File: src/rtl/fetch_sequencer_if.sv
// -----------------------------------------------------------------------------
// fetch_sequencer_if
//
// Purpose: bundles the control and datapath signals that run between the
// fetch sequencer, the test harness (start/done) and the ROM/ALU/data-memory
// datapath.
//
// Signals:
//   start      launch request (harness -> sequencer)
//   prog_sel   program select 0..2, 3 is illegal (harness -> sequencer)
//   inst       ROM word addressed by iptr (ROM -> sequencer)
//   flag_eq/lt/gt  ALU compare result for the current instruction
//   mem_ready  data memory finishes the current ld/st this cycle
//   iptr       registered instruction pointer (sequencer -> ROM)
//   mem_req    ld/st currently executing
//   busy       sequencer is running a program
//   done       sequencer has halted
//   bad_sel    one-cycle pulse after a start with prog_sel = 3
//   retired    retired-instruction count (zero when the counter is not built)
//
// Modports:
//   master  the sequencer itself (drives iptr and the status outputs)
//   slave   the surrounding harness/datapath
// -----------------------------------------------------------------------------
interface fetch_sequencer_if;
  logic        start;
  logic [1:0]  prog_sel;
  logic [19:0] inst;
  logic        flag_eq;
  logic        flag_lt;
  logic        flag_gt;
  logic        mem_ready;
  logic [8:0]  iptr;
  logic        mem_req;
  logic        busy;
  logic        done;
  logic        bad_sel;
  logic [15:0] retired;

  modport master (
    input  start, prog_sel, inst, flag_eq, flag_lt, flag_gt, mem_ready,
    output iptr, mem_req, busy, done, bad_sel, retired
  );

  modport slave (
    output start, prog_sel, inst, flag_eq, flag_lt, flag_gt, mem_ready,
    input  iptr, mem_req, busy, done, bad_sel, retired
  );
endinterface

File: src/rtl/fetch_sequencer.sv
// -----------------------------------------------------------------------------
// fetch_sequencer
//
// Purpose: program counter and fetch controller for the 20-bit single-issue
// core. Launches one of three resident programs, resolves relative branches
// against the flags latched by the most recent cmp, stalls on data-memory
// handshakes and halts on the done opcode (or any illegal opcode).
//
// Ports:
//   clk    single rising-edge clock
//   reset  synchronous, active-high
//   bus    fetch_sequencer_if.master (see interface file for signal list)
//
// Build option:
//   FETCH_SEQ_CNT_EN  when defined, a saturating 16-bit retired-instruction
//                     counter drives bus.retired; otherwise it is tied to 0.
// -----------------------------------------------------------------------------
module fetch_sequencer (
  input  logic                      clk,
  input  logic                      reset,
  fetch_sequencer_if.master         bus
);

  localparam logic [8:0] PROD_BASE = 9'h001;
  localparam logic [8:0] STR_BASE  = 9'h019;
  localparam logic [8:0] PAIR_BASE = 9'h02A;

  localparam logic [4:0] OP_CMP  = 5'd6;
  localparam logic [4:0] OP_BE   = 5'd7;
  localparam logic [4:0] OP_BL   = 5'd8;
  localparam logic [4:0] OP_BG   = 5'd9;
  localparam logic [4:0] OP_BA   = 5'd10;
  localparam logic [4:0] OP_LD   = 5'd12;
  localparam logic [4:0] OP_ST   = 5'd13;

  typedef enum logic [1:0] {
    ST_IDLE = 2'd0,
    ST_RUN  = 2'd1,
    ST_HALT = 2'd2
  } state_t;

  state_t      state_q, state_d;
  logic [8:0]  iptr_q, iptr_d;
  logic [2:0]  flags_q, flags_d;   // {eq, lt, gt} from the last cmp
  logic        bad_sel_q, bad_sel_d;
  logic        mem_req_c;

  logic [4:0]  opcode;
  logic [8:0]  offset9;
  logic [8:0]  iptr_inc;
  logic [8:0]  iptr_tgt;
  logic        is_mem;
  logic        sel_ok;

  // Only the low nine offset bits matter: address space is 512 words and
  // arithmetic wraps, so the upper offset bits are deliberately ignored.
  logic        unused_inst_bits;
  assign unused_inst_bits = ^bus.inst[14:9];

  assign opcode   = bus.inst[19:15];
  assign offset9  = bus.inst[8:0];
  assign iptr_inc = iptr_q + 9'd1;
  assign iptr_tgt = iptr_q + offset9;
  assign is_mem   = (opcode == OP_LD) || (opcode == OP_ST);
  assign sel_ok   = (bus.prog_sel != 2'd3);

  always_comb begin
    state_d   = state_q;
    iptr_d    = iptr_q;
    flags_d   = flags_q;
    bad_sel_d = 1'b0;
    mem_req_c = 1'b0;

    case (state_q)
      ST_IDLE, ST_HALT: begin
        if (bus.start) begin
          if (sel_ok) begin
            state_d = ST_RUN;
            flags_d = 3'b000;
            case (bus.prog_sel)
              2'd0:    iptr_d = PROD_BASE;
              2'd1:    iptr_d = STR_BASE;
              default: iptr_d = PAIR_BASE;
            endcase
          end else begin
            bad_sel_d = 1'b1;
          end
        end
      end

      ST_RUN: begin
        case (opcode)
          OP_CMP: begin
            flags_d = {bus.flag_eq, bus.flag_lt, bus.flag_gt};
            iptr_d  = iptr_inc;
          end
          OP_BE:   iptr_d = flags_q[2] ? iptr_tgt : iptr_inc;
          OP_BL:   iptr_d = flags_q[1] ? iptr_tgt : iptr_inc;
          OP_BG:   iptr_d = flags_q[0] ? iptr_tgt : iptr_inc;
          OP_BA:   iptr_d = iptr_tgt;
          OP_LD, OP_ST: begin
            mem_req_c = 1'b1;
            if (bus.mem_ready) begin
              iptr_d = iptr_inc;
            end
          end
          5'd0, 5'd1, 5'd2, 5'd3, 5'd4, 5'd5, 5'd11: iptr_d = iptr_inc;
          // 14 (done) and every opcode from 15 up stop the program with
          // iptr left pointing at the halting instruction.
          default: state_d = ST_HALT;
        endcase
      end

      default: state_d = ST_IDLE;
    endcase
  end

  always_ff @(posedge clk) begin
    if (reset) begin
      state_q   <= ST_IDLE;
      iptr_q    <= 9'd0;
      flags_q   <= 3'b000;
      bad_sel_q <= 1'b0;
    end else begin
      state_q   <= state_d;
      iptr_q    <= iptr_d;
      flags_q   <= flags_d;
      bad_sel_q <= bad_sel_d;
    end
  end

  assign bus.iptr    = iptr_q;
  assign bus.mem_req = mem_req_c;
  assign bus.busy    = (state_q == ST_RUN);
  assign bus.done    = (state_q == ST_HALT);
  assign bus.bad_sel = bad_sel_q;

`ifdef FETCH_SEQ_CNT_EN
  logic [15:0] retired_q, retired_d;
  logic        retire;
  logic        launch;

  // Every RUN cycle retires an instruction except a ld/st still waiting on
  // memory; the halting instruction counts too.
  assign retire = (state_q == ST_RUN) && !(is_mem && !bus.mem_ready);
  assign launch = (state_q != ST_RUN) && bus.start && sel_ok;

  always_comb begin
    retired_d = retired_q;
    if (launch) begin
      retired_d = 16'd0;
    end else if (retire && (retired_q != 16'hFFFF)) begin
      retired_d = retired_q + 16'd1;
    end
  end

  always_ff @(posedge clk) begin
    if (reset) begin
      retired_q <= 16'd0;
    end else begin
      retired_q <= retired_d;
    end
  end

  assign bus.retired = retired_q;
`else
  logic unused_is_mem;
  assign unused_is_mem = is_mem;
  assign bus.retired   = 16'd0;
`endif

endmodule

File: src/flat_wrapper.sv
// flat-port wrapper written by rule: the top's interface ports become plain ports
module fetch_sequencer_flat 
  (clk, reset, bus_start, bus_prog_sel, bus_inst, bus_flag_eq, bus_flag_lt, bus_flag_gt, bus_mem_ready, bus_iptr, bus_mem_req, bus_busy, bus_done, bus_bad_sel, bus_retired);
  fetch_sequencer_if bus_i ();
  input  logic clk;
  input  logic reset;
  input wire logic [$bits(bus_i.start)-1:0] bus_start;
  input wire logic [$bits(bus_i.prog_sel)-1:0] bus_prog_sel;
  input wire logic [$bits(bus_i.inst)-1:0] bus_inst;
  input wire logic [$bits(bus_i.flag_eq)-1:0] bus_flag_eq;
  input wire logic [$bits(bus_i.flag_lt)-1:0] bus_flag_lt;
  input wire logic [$bits(bus_i.flag_gt)-1:0] bus_flag_gt;
  input wire logic [$bits(bus_i.mem_ready)-1:0] bus_mem_ready;
  output wire logic [$bits(bus_i.iptr)-1:0] bus_iptr;
  output wire logic [$bits(bus_i.mem_req)-1:0] bus_mem_req;
  output wire logic [$bits(bus_i.busy)-1:0] bus_busy;
  output wire logic [$bits(bus_i.done)-1:0] bus_done;
  output wire logic [$bits(bus_i.bad_sel)-1:0] bus_bad_sel;
  output wire logic [$bits(bus_i.retired)-1:0] bus_retired;
  assign bus_i.start = bus_start;
  assign bus_i.prog_sel = bus_prog_sel;
  assign bus_i.inst = bus_inst;
  assign bus_i.flag_eq = bus_flag_eq;
  assign bus_i.flag_lt = bus_flag_lt;
  assign bus_i.flag_gt = bus_flag_gt;
  assign bus_i.mem_ready = bus_mem_ready;
  assign bus_iptr = bus_i.iptr;
  assign bus_mem_req = bus_i.mem_req;
  assign bus_busy = bus_i.busy;
  assign bus_done = bus_i.done;
  assign bus_bad_sel = bus_i.bad_sel;
  assign bus_retired = bus_i.retired;
  fetch_sequencer u_core (.clk(clk), .reset(reset), .bus(bus_i));
endmodule
File: config.mk
export PLATFORM = sky130hd
export DESIGN_NAME = fetch_sequencer_flat
export DESIGN_NICKNAME = d
export VERILOG_FILES = /design/src/rtl/fetch_sequencer_if.sv /design/src/rtl/fetch_sequencer.sv /design/src/flat_wrapper.sv
export SDC_FILE = /design/constraint.sdc
export NUM_CORES = 1
export LEC_CHECK = 0
export ABC_AREA = 1
export CAP_MARGIN = 20
export CORE_MARGIN = 1.5
export CORE_UTILIZATION = 25
export DETAILED_ROUTE_END_ITERATION = 12
export GPL_TIMING_DRIVEN = 1
export PLACE_DENSITY = 0.46
export RECOVER_POWER = 100
export SLEW_MARGIN = 40
export SYNTH_ARGS = -nofsm -noshare
export SYNTH_HDL_FRONTEND = slang
export SYNTH_SLANG_ARGS = --single-unit
File: constraint.sdc
create_clock -name clk -period 2.35 [get_ports clk]
set_clock_uncertainty 0.2 [all_clocks]
set_input_delay 0.47 -clock clk [delete_from_list [all_inputs] [get_ports clk]]
set_output_delay 0.47 -clock clk [all_outputs]
set_load 0.03 [all_outputs]
==> flow_summary.toml <==
[status]
outcome = "complete, no violations"

[logic_synthesis]
yosys_warnings = 0
synth.top_cell.area_share_pct = 19.2
ys_types = 31
synth_common_cells = "nand2_1 (95), nor2_1 (39), inv_1 (33), nand3_1 (31), a21oi_1 (21)"
syn_area_sq_mm = 0.00186
synth_area_leaders = "nand2_1 (19%), dfxtp_1 (16%), nand3_1 (8.4%)"
synthCells = 322
ys.flop_type = "dfxtp_1"
synth_top_area_cell = "nand2_1"
async_flop_share_pct = 0
ys_ff_latch = 15
yosysSeqAreaShare_pct = 16.2
synth_edf_count = 0
postSynthAreaPerCell_sq_um = 5.76
yosysMostFrequentCell = "nand2_1"

[run]
max-cap-violations = 0

[critical_path]
worstRegToRegCells = 10
required_ps = 1680
start_kind = "primary input"
r2r-start = "u_core.bus.iptr[0]"
ff2ff_setup_slack_ps = 270
worstSetupPathType = "in2out"
path_cells = "clkdlybuf4s50_1, nor2_1, nand3_1, nor2_1, buf_4"
crit_path_top_delay_cell = "clkdlybuf4s50_1"
worstPathArrival_ps = 1610
slowest_delay_ps = 460
rr_endpoint = "u_core.bus.iptr[1]"
crit_fanout = 4
cp_common_cell = "nor2_1"
cp-end-kind = "primary output"

[routing]
detail_route.vias_per_cell = 4.34
wl_um = 5510
drt_iter0_drc = 128
vias = 2117
drc = 0
first_pass_iters = 4
ant_nets = 0
detail_route.wl_per_cell_um = 11.3

[global_route]
grt_overflow = 0
grt_pass1_vias = 1893
antenna_found_initial = 0
grt_start_max_net_pins = 9
grt_usage_pct = 14.5
grt_pass1_wl_um = 9030

[final_layout]
fin_cells = 488
layout.nets = 429
final_core_util_pct = 35.5
seq_area_sq_um = 300
area_growth_pct = 38.1
multiInputGateArea_sq_mm = 0.00138
diodes = 0
drive_above_1_share_pct = 16.2
nFillCells = 817

[floorplanning]
die_area_sq_mm = 0.00795
initial_utilization_pct = 25.7
core_sq_mm = 0.00721
rows = 31
fp.dieH_um = 89.2
ios = 58
die_w_um = 89.2

[clock_tree]
cts_buffers = 3
post_cts_buffers = 0
cts_hold_buf = 0
h-tree-depth = 1
cts_tree = "built"
cts_root_buf = "clkbuf_8"
clk_pin_slew_ps = 60
clock_latency_ps = 250
clock_sinks = 15
clock_path_buffers = 2

[sta]
setup_viol_count_final = 0
period_share_pct = 96.8
rsz0062_at_grt = "yes"
layout_min_cycle_time_ps = 2280
hold_viol_final = 0
max_freq_mhz = 439
slew_violations = 0

[min_path]
whs_endpoint = "u_core.bus.iptr[7]"
hold_path.class = "reg2reg"
min_path_cells = 2
worstHoldStart = "u_core.bus.iptr[7]"

[place]
place.detailed.hpwl_um = 4650
gp_congestion = 0.799
io_buffer_count = 35
dp.cells = 484

[power]
ir_drop_mv = 0.211
power_density_mw_per_mm2 = 424
p_leak_nw = 1.27
stage by stage:
| step | setup slack, ps | TNS (ps) | hold WS, ps | instance area, sq um | power (W) |
|---|---|---|---|---|---|
| after floorplan | 187 | 0 | 324 | 1910 | 0.000678 |
| after global placement | -276 | -1750 | 318 | 2480 | 0.000870 |
| after detailed placement | -282 | -1750 | 319 | 2480 | 0.000870 |
| after CTS | -3.61 | -3.61 | 331 | 2540 | 0.00110 |
| after global routing | -11.6 | -11.6 | 364 | 2560 | 0.00118 |
| final | 74.2 | 0 | 332 | 2560 | 0.00109 |
worst max-delay path, delay by kind of cell:
family | cells | cell delay [ps]
and+or+nand+nor | 3 | 500
buffers and inverters | 2 | 630
final cells by class:
type / count / share of cell area [%]
clock buffer: 4 / 1.76
inverter: 35 / 5.13
multi-input combinational: 268 / 53.8
sequential: 15 / 11.7
tap: 99 / 4.83
timing repair buffer: 67 / 22.8
layout by cell type, fill, tap and decap left out, types with 4 or more instances in the layout:
master	netlist	final
nand3b_1	4	4
nor2_1	39	37
clkdlybuf4s50_1	0	19
xor2_1	4	4
nand2_1	95	95
ha_1	9	8
nand3_2	2	4
a21oi_1	21	20
dlygate4sd3_1	0	12
conb_1	1	16
nand3_1	31	29
inv_1	33	32
nor2_2	6	7
buf_4	16	31
dfxtp_1	15	15
nand4_1	7	7
o21ai_0	10	9
cells by family (layout without fill, tap and decap cells):
logic type / count (synthesis) / in the layout / share of synthesized area, %
buffers and inverters: 54 / 106 / 14.6
AO/OA/AOI/OAI: 42 / 42 / 12.9
adder cells (fa/ha/maj): 10 / 10 / 7.15
XOR/XNOR: 8 / 8 / 3.78
AND/OR/NAND/NOR: 192 / 192 / 45.2
other: 1 / 16 / 0.202
flip-flops: 15 / 15 / 16.2
power by group:
part           internal [W]  switching, W  leakage (nW)
sequential         0.000277     0.0000317         0.123
combinational      0.000224      0.000337          1.12
clock              0.000120     0.0000961        0.0228
sequential cells by signal (all words and copies together) (netlist names):
name / cells
u_core.bus.bad_sel: 1
u_core.bus.iptr: 9
u_core.flags_q: 3
u_core.state_q: 2
worst max-delay path by stage:
stage / end / slack [ps] / from / depth (start not counted)
2_1_floorplan: u_core.bus.iptr[1] / 190 / u_core.bus.iptr[0] / 10
3_3_place_gp: u_core.bus.iptr[1] / -280 / bus_inst[0] / 11
6_report: bus_mem_req / 70 / bus_inst[16] / 5
4_1_cts: u_core.bus.iptr[1] / -4 / bus_inst[0] / 11
5_1_grt: bus_mem_req / -10 / bus_inst[16] / 5
3_5_place_dp: u_core.bus.iptr[1] / -280 / bus_inst[0] / 11
metal layers:
layer  vias up  routed length (um)  global-route usage [%]
li1       1144                   -                       -
met1       916                2830                    21.4
met2        50                2390                    22.6
met3         7                 242                    2.22
met4         0                  40                    2.24
met5         -                   0                       0
repair_timing:
item | CTS | global route
cloned | 0 | 0
pin swaps | 0 | 4
gates resized for setup | 3 | 11
endpoints found under the setup margin | 2 | 9
No activity file was read; power rests on OpenSTA's default activity.
